[config.mk]
export PLATFORM = sky130hd
export DESIGN_NAME = vx_mp_ram
export DESIGN_NICKNAME = d
export VERILOG_FILES = /design/src/rtl/vx_mp_ram_pkg.sv /design/src/rtl/vx_mp_ram_rport.sv /design/src/rtl/vx_mp_ram.sv
export SDC_FILE = /design/constraint.sdc
export NUM_CORES = 2
export LEC_CHECK = 0
export BUFFER_PORTS_ARGS = -buffer_cell sky130_fd_sc_hd__buf_2
export CORE_UTILIZATION = 35
export CTS_BUF_LIST = sky130_fd_sc_hd__clkbuf_8
export DETAILED_ROUTE_END_ITERATION = 10
export SLEW_MARGIN = 25
export SYNTH_ARGS = -nofsm -noshare
export SYNTH_HDL_FRONTEND = slang
export SYNTH_SLANG_ARGS = --single-unit
export TNS_END_PERCENT = 5
[constraint.sdc]
create_clock -name clk_i -period 7.9 [get_ports clk_i]
set_input_delay 0.395 -clock clk_i [delete_from_list [all_inputs] [get_ports clk_i]]
set_output_delay 0.395 -clock clk_i [all_outputs]
set_load 0.005 [all_outputs]
[src/rtl/vx_mp_ram_pkg.sv]
// Shared types and helpers for the multi-read-port RAM: FSM state encoding
// and the lane merge used by both the write path and the read forward path.
package vx_mp_ram_pkg;

    typedef enum logic {
        MP_RAM_INIT  = 1'b0,
        MP_RAM_READY = 1'b1
    } mp_ram_state_e;

    // Widest word the merge helper handles; callers widen their operands and
    // size-cast the result back to DATAW.
    localparam int MP_RAM_MAXW = 1024;

    typedef logic [MP_RAM_MAXW-1:0] mp_ram_word_t;

    // Bits selected by wmask come from new_w, all others keep old_w.
    function automatic mp_ram_word_t lane_merge(
        input mp_ram_word_t old_w,
        input mp_ram_word_t new_w,
        input mp_ram_word_t wmask
    );
        return (old_w & ~wmask) | (new_w & wmask);
    endfunction

endpackage

[src/rtl/vx_mp_ram_rport.sv]
// One read port: same-cycle write forwarding plus an optional output
// register with a one-cycle valid pulse per accepted read.
module vx_mp_ram_rport
    import vx_mp_ram_pkg::*;
#(
    parameter int DATAW     = 32,
    parameter int ADDRW     = 6,
    parameter int OUT_REG   = 0,
    parameter int RW_BYPASS = 1
)(
    input  logic             clk_i,
    input  logic             reset_n_i,
    input  logic             ready_i,
    input  logic             read_i,
    input  logic [ADDRW-1:0] raddr_i,
    input  logic [DATAW-1:0] rd_word_i,
    input  logic             fwd_en_i,
    input  logic [ADDRW-1:0] waddr_i,
    input  logic [DATAW-1:0] wdata_i,
    input  logic [DATAW-1:0] wmask_i,
    output logic [DATAW-1:0] rdata_o,
    output logic             rvalid_o
);

    logic             active;
    logic             hit;
    logic [DATAW-1:0] fwd_word;

    assign active   = ready_i & read_i;
    assign hit      = (RW_BYPASS != 0) && fwd_en_i && (raddr_i == waddr_i);
    assign fwd_word = hit ? DATAW'(lane_merge(mp_ram_word_t'(rd_word_i),
                                              mp_ram_word_t'(wdata_i),
                                              mp_ram_word_t'(wmask_i)))
                          : rd_word_i;

    generate
        if (OUT_REG != 0) begin : g_reg
            logic [DATAW-1:0] rdata_q;
            logic [DATAW-1:0] rdata_d;
            logic             rvalid_q;

            // Idle ports keep presenting the last word they returned.
            assign rdata_d = active ? fwd_word : rdata_q;

            always_ff @(posedge clk_i or negedge reset_n_i) begin
                if (!reset_n_i) begin
                    rdata_q  <= '0;
                    rvalid_q <= 1'b0;
                end else begin
                    rdata_q  <= rdata_d;
                    rvalid_q <= active;
                end
            end

            assign rdata_o  = rdata_q;
            assign rvalid_o = rvalid_q;
        end else begin : g_comb
            logic unused_clk_rst;
            assign unused_clk_rst = &{1'b0, clk_i, reset_n_i};
            assign rdata_o  = fwd_word;
            assign rvalid_o = active;
        end
    endgenerate

endmodule

[src/rtl/vx_mp_ram.sv]
// Multi-read-port RAM with lane write enables, per-port forwarding and a
// hardware sweep that fills every word with INIT_VALUE after reset/init_req.
module vx_mp_ram
    import vx_mp_ram_pkg::*;
#(
    parameter int               DATAW      = 32,
    parameter int               SIZE       = 64,
    parameter int               WRENW      = 4,
    parameter int               NUM_RPORTS = 2,
    parameter int               OUT_REG    = 0,
    parameter int               RW_BYPASS  = 1,
    parameter logic [DATAW-1:0] INIT_VALUE = '0,
    parameter int               ADDRW      = (SIZE > 1) ? $clog2(SIZE) : 1
)(
    input  logic                          clk_i,
    input  logic                          reset_n_i,
    input  logic                          init_req_i,
    output logic                          ready_o,
    input  logic                          write_i,
    input  logic [WRENW-1:0]              wren_i,
    input  logic [ADDRW-1:0]              waddr_i,
    input  logic [DATAW-1:0]              wdata_i,
    input  logic [NUM_RPORTS-1:0]         read_i,
    input  logic [NUM_RPORTS*ADDRW-1:0]   raddr_i,
    output logic [NUM_RPORTS*DATAW-1:0]   rdata_o,
    output logic [NUM_RPORTS-1:0]         rvalid_o
);

    localparam int               WSELW     = DATAW / WRENW;
    localparam logic [ADDRW-1:0] LAST_ADDR = ADDRW'(SIZE - 1);

    mp_ram_state_e    state_q;
    logic [ADDRW-1:0] cnt_q;
    logic             ready_q;

    logic [DATAW-1:0] mem_q [SIZE];
    logic [DATAW-1:0] wr_mask;
    logic [DATAW-1:0] user_word;
    logic             user_we;

    generate
        for (genvar gi = 0; gi < WRENW; gi++) begin : g_mask
            assign wr_mask[gi*WSELW +: WSELW] = {WSELW{wren_i[gi]}};
        end
    endgenerate

    // Sweep counter stops at SIZE-1, so non-power-of-two sizes never wrap.
    always_ff @(posedge clk_i or negedge reset_n_i) begin
        if (!reset_n_i) begin
            state_q <= MP_RAM_INIT;
            cnt_q   <= '0;
            ready_q <= 1'b0;
        end else begin
            case (state_q)
                MP_RAM_INIT: begin
                    if (cnt_q == LAST_ADDR) begin
                        state_q <= MP_RAM_READY;
                        ready_q <= 1'b1;
                    end else begin
                        cnt_q <= cnt_q + 1'b1;
                    end
                end
                MP_RAM_READY: begin
                    if (init_req_i) begin
                        state_q <= MP_RAM_INIT;
                        cnt_q   <= '0;
                        ready_q <= 1'b0;
                    end
                end
                default: begin
                    state_q <= MP_RAM_INIT;
                    cnt_q   <= '0;
                    ready_q <= 1'b0;
                end
            endcase
        end
    end

    assign ready_o   = ready_q;
    assign user_we   = (state_q == MP_RAM_READY) & write_i & (|wren_i);
    assign user_word = DATAW'(lane_merge(mp_ram_word_t'(mem_q[waddr_i]),
                                         mp_ram_word_t'(wdata_i),
                                         mp_ram_word_t'(wr_mask)));

    // Storage is never reset; the sweep owns the write port while in INIT.
    always_ff @(posedge clk_i) begin
        if (state_q == MP_RAM_INIT) begin
            mem_q[cnt_q] <= INIT_VALUE;
        end else if (user_we) begin
            mem_q[waddr_i] <= user_word;
        end
    end

    generate
        for (genvar gi = 0; gi < NUM_RPORTS; gi++) begin : g_rport
            logic [DATAW-1:0] rd_word;
            assign rd_word = mem_q[raddr_i[gi*ADDRW +: ADDRW]];

            vx_mp_ram_rport #(
                .DATAW     (DATAW),
                .ADDRW     (ADDRW),
                .OUT_REG   (OUT_REG),
                .RW_BYPASS (RW_BYPASS)
            ) u_rport (
                .clk_i     (clk_i),
                .reset_n_i (reset_n_i),
                .ready_i   (ready_q),
                .read_i    (read_i[gi]),
                .raddr_i   (raddr_i[gi*ADDRW +: ADDRW]),
                .rd_word_i (rd_word),
                .fwd_en_i  (user_we),
                .waddr_i   (waddr_i),
                .wdata_i   (wdata_i),
                .wmask_i   (wr_mask),
                .rdata_o   (rdata_o[gi*DATAW +: DATAW]),
                .rvalid_o  (rvalid_o[gi])
            );
        end
    endgenerate

endmodule

==> run summary <==
status: finished clean
CP Class: reg2out
Hold Crit Depth: 3
drt first pass iters: 6
Core ar.: 0.321 sq mm
switch share: 30.5%
cell taking the most area after synthesis: edfxtp_1
Clock Pin Slew Worst Setup and Hold Paths: 0.06 ns
Site Rows: 208
layout cells sized above 1: 44.2%
CP top delay family: simple AND/OR/NAND/NOR gates
worst skew pair latency: 1.16 ns
vias per inst: 7.05
synth warn: 0
Buf/Inv on CP: 3
register cell area after layout: 0.0617 sq mm
starting density of the core: 35.2%
Worst EP required: 7.51 ns
Slew Limit Fails: 0
Layout area overhead: 12.5%
Max-cap violations: 0
die span in y: 570 um
hold buffer count at cts: 15
Critical Path AT: 4.99 ns
RSZ-0062 raised after global routing: no
final worst path period share: 68.1%
vias in the first global route: 73400
Power Density: 224 mW/mm^2
Slew HR: 13.6%
antenna violations before repair: 43
placed wire-length estimate: 304 mm
Clk pwr share: 34.5%
post-CTS repair timing setup buffer count: 0
fin crit period: 5.38 ns
Sink Count: 2056
GPL Wtd Cong: 0.961
syn avg cell area: 19.6 sq um
Detailed Route WL: 484 mm
Final setup viols: 0
pin count of the biggest net entering global routing: 93
register area share after synthesis: 54.6%
crit path cell chain: and2_0, buf_4, nand2_1, or3_1, buf_4, nand2_1, o211ai_1, buf_2
post-route DRC violation count: 0
via count: 75200
setup total negative slack: 0 ns
top cells by area, synth: edfxtp_1 54%, mux4_2 34%, mux2i_1 2.4%
Worst setup SP type: flop
Comb pwr share: 19.0%
Critical Path Max Stage Delay: 0.75 ns
CP max-delay cell: or3_1
synthesized cell area: 0.113 sq mm
Synth Flop Type: edfxtp_1
Mapped Cells: 5777
EDFF count, synth: 2048
CTS tree: done
HP Class: in2reg
Synth top area share: 54.4%
total track usage: 29.5%
Cell variety after synth: 74
H-tree depth: 5
Final Hold Viols: 0
cts bufs inserted: 376
Post-CTS Resized: 0
area of the multi-input gates: 0.0494 sq mm
GR Overflow Total: 0
first-pass GRT wire length: 649 mm
clock root buffer: clkbuf_8
final instance area: 0.127 sq mm
IO Port Bufs: 126
asr flop ratio synth: 0.389%
most common cell in the netlist: edfxtp_1
switching pwr: 8.68 mW
LEAKAGE: 40.8 nW
syn_nets: 5838
Worst Path Max Fanout: 15
antenna violation net count after detailed routing: 0
Die W: 570 um
filler instances: 28800
Worst Reg-to-Reg Cells: 7
placed cell areas: 0.120 sq mm
skew final: 0.0920 ns
sequential power share: 46.5%
layout net count: 6107
number of synthesized register bits: 2056
# IOs: 127
Highest Clock Rate: 0.186 GHz
maximum VDD drop: 0.172 mV
most common library cells after synthesis: 2048 x edfxtp_1, 1720 x mux4_2, 276 x mux2i_1
P_int: 19.8 mW
drt initial violations: 13500
total stage count of the critical path: 8
worst-case clock buffer depth: 4
Routed WL per cell: 45.4 um
Slew @ Worst Pin: 1.29 ns
Die ar.: 0.325 sq mm
Setup crit end kind: primary output
-- power by group through the flow --
stage | Combinational [mW] | Clock, mW | Sequential (mW)
final | 5.40 | 9.83 | 13.2
after detailed placement | 5.22 | 0 | 13.4
after global placement | 5.18 | 0 | 13.4
after global routing | 5.41 | 10.3 | 13.3
after CTS | 5.24 | 9.86 | 13.2
after floorplan | 2.94 | 0 | 13.3
-- cells in the final DEF (no fill, tap or decap), drive strengths merged, types with 11 or more instances in the layout --
cell         Yosys  routed
nor2b           27      27
o2111ai         11      11
nand2          274     274
clkbuf         169     379
a22oi           74      74
nor4            13      13
clkinv           3     153
mux4          1720    1720
edfxtp        2048    2048
a21oi           51      51
o31ai           19      19
nand2b          25      25
a211oi          16      16
nor2           134     134
bufinv           0      18
diode            0      35
mux2i          276     276
inv             19     121
a31oi           33      33
nor3            37      37
dlygate4sd3      0      15
o211ai          15      15
a32oi           37      37
buf            366     411
a2111oi         14      14
o21ai           54      54
o22ai           41      41
nand4           14      14
xnor2           14      14
mux2            50      50
nand3           63      63
and2            25      25
-- logic make-up (layout without fill, tap and decap cells) --
group,after synthesis,after routing,share of synthesized area [%]
XOR/XNOR,14,14,0.109
adder cells (fa/ha/maj),1,1,0.0111
flip-flops,2056,2056,54.6
multiplexers,2046,2046,37.2
other,0,35,0
AND/OR/NAND/NOR,644,644,2.57
AO/OA/AOI/OAI,459,459,2.94
buffers and inverters,557,1106,2.55
-- cell type report --
class | instances | area share, %
sequential | 2056 | 48.5
multi-input combinational | 3164 | 38.8
tap | 4305 | 4.23
clock buffer | 379 | 4.10
timing repair buffer | 426 | 2.88
clock inverter | 279 | 1.32
inverter | 22 | 0.0875
antenna | 35 | 0.0689
-- sequential cells by signal, summed over array words and instances, names as in the netlist --
| name | flops |
|---|---|
| state_q | 1 |
| ready_o | 1 |
| mem_q | 2048 |
| cnt_q | 6 |
-- worst reg2reg max path: stages, from the launching register on --
cell and delay [ns]:
dfrtp_1 0.63, and2_0 0.21, buf_4 0.29, nand2_1 0.68, mux2i_1 0.60, nand2_1 0.54, nor2_4 0.91, buf_4 0.76
-- layer usage --
metal | share of wire, % | vias to the layer above | GRT usage, %
li1 | - | 26400 | -
met1 | 34 | 39800 | 37.0
met2 | 43 | 7377 | 42.6
met3 | 15 | 1657 | 10.6
met4 | 8.2 | 24 | 20.6
met5 | 0.050 | - | 0
-- metrics by stage --
step           cells  util, %  setup slack (ns)  hold WS, ns  total power, mW
2_1_floorplan   5777        -              1.48       0.0994             16.2
3_3_place_gp    9948     37.3              2.62        0.328             18.6
3_5_place_dp    9956     37.4              2.65        0.332             18.7
4_1_cts        10600     39.6              2.63       0.0516             28.3
5_1_grt        10600     39.6              2.47       0.0144             29.0
6_report       10700     39.6              2.52     0.000661             28.5
-- worst paths after layout --
path / start / end / slack (ns)
setup / recovery: state_q / rdata_o[36] / 2.52
hold / removal: wdata_i[13] / mem_q[6][13] / 0.0007
setup reg to reg: state_q / mem_q[47][16] / 2.86
hold reg to reg: cnt_q[1] / cnt_q[1] / 0.63
max in group asynchronous: reset_n_i / cnt_q[2] / 7.02
min in group asynchronous: reset_n_i / cnt_q[1] / 0.45
Power figures use the tool's default switching activity.
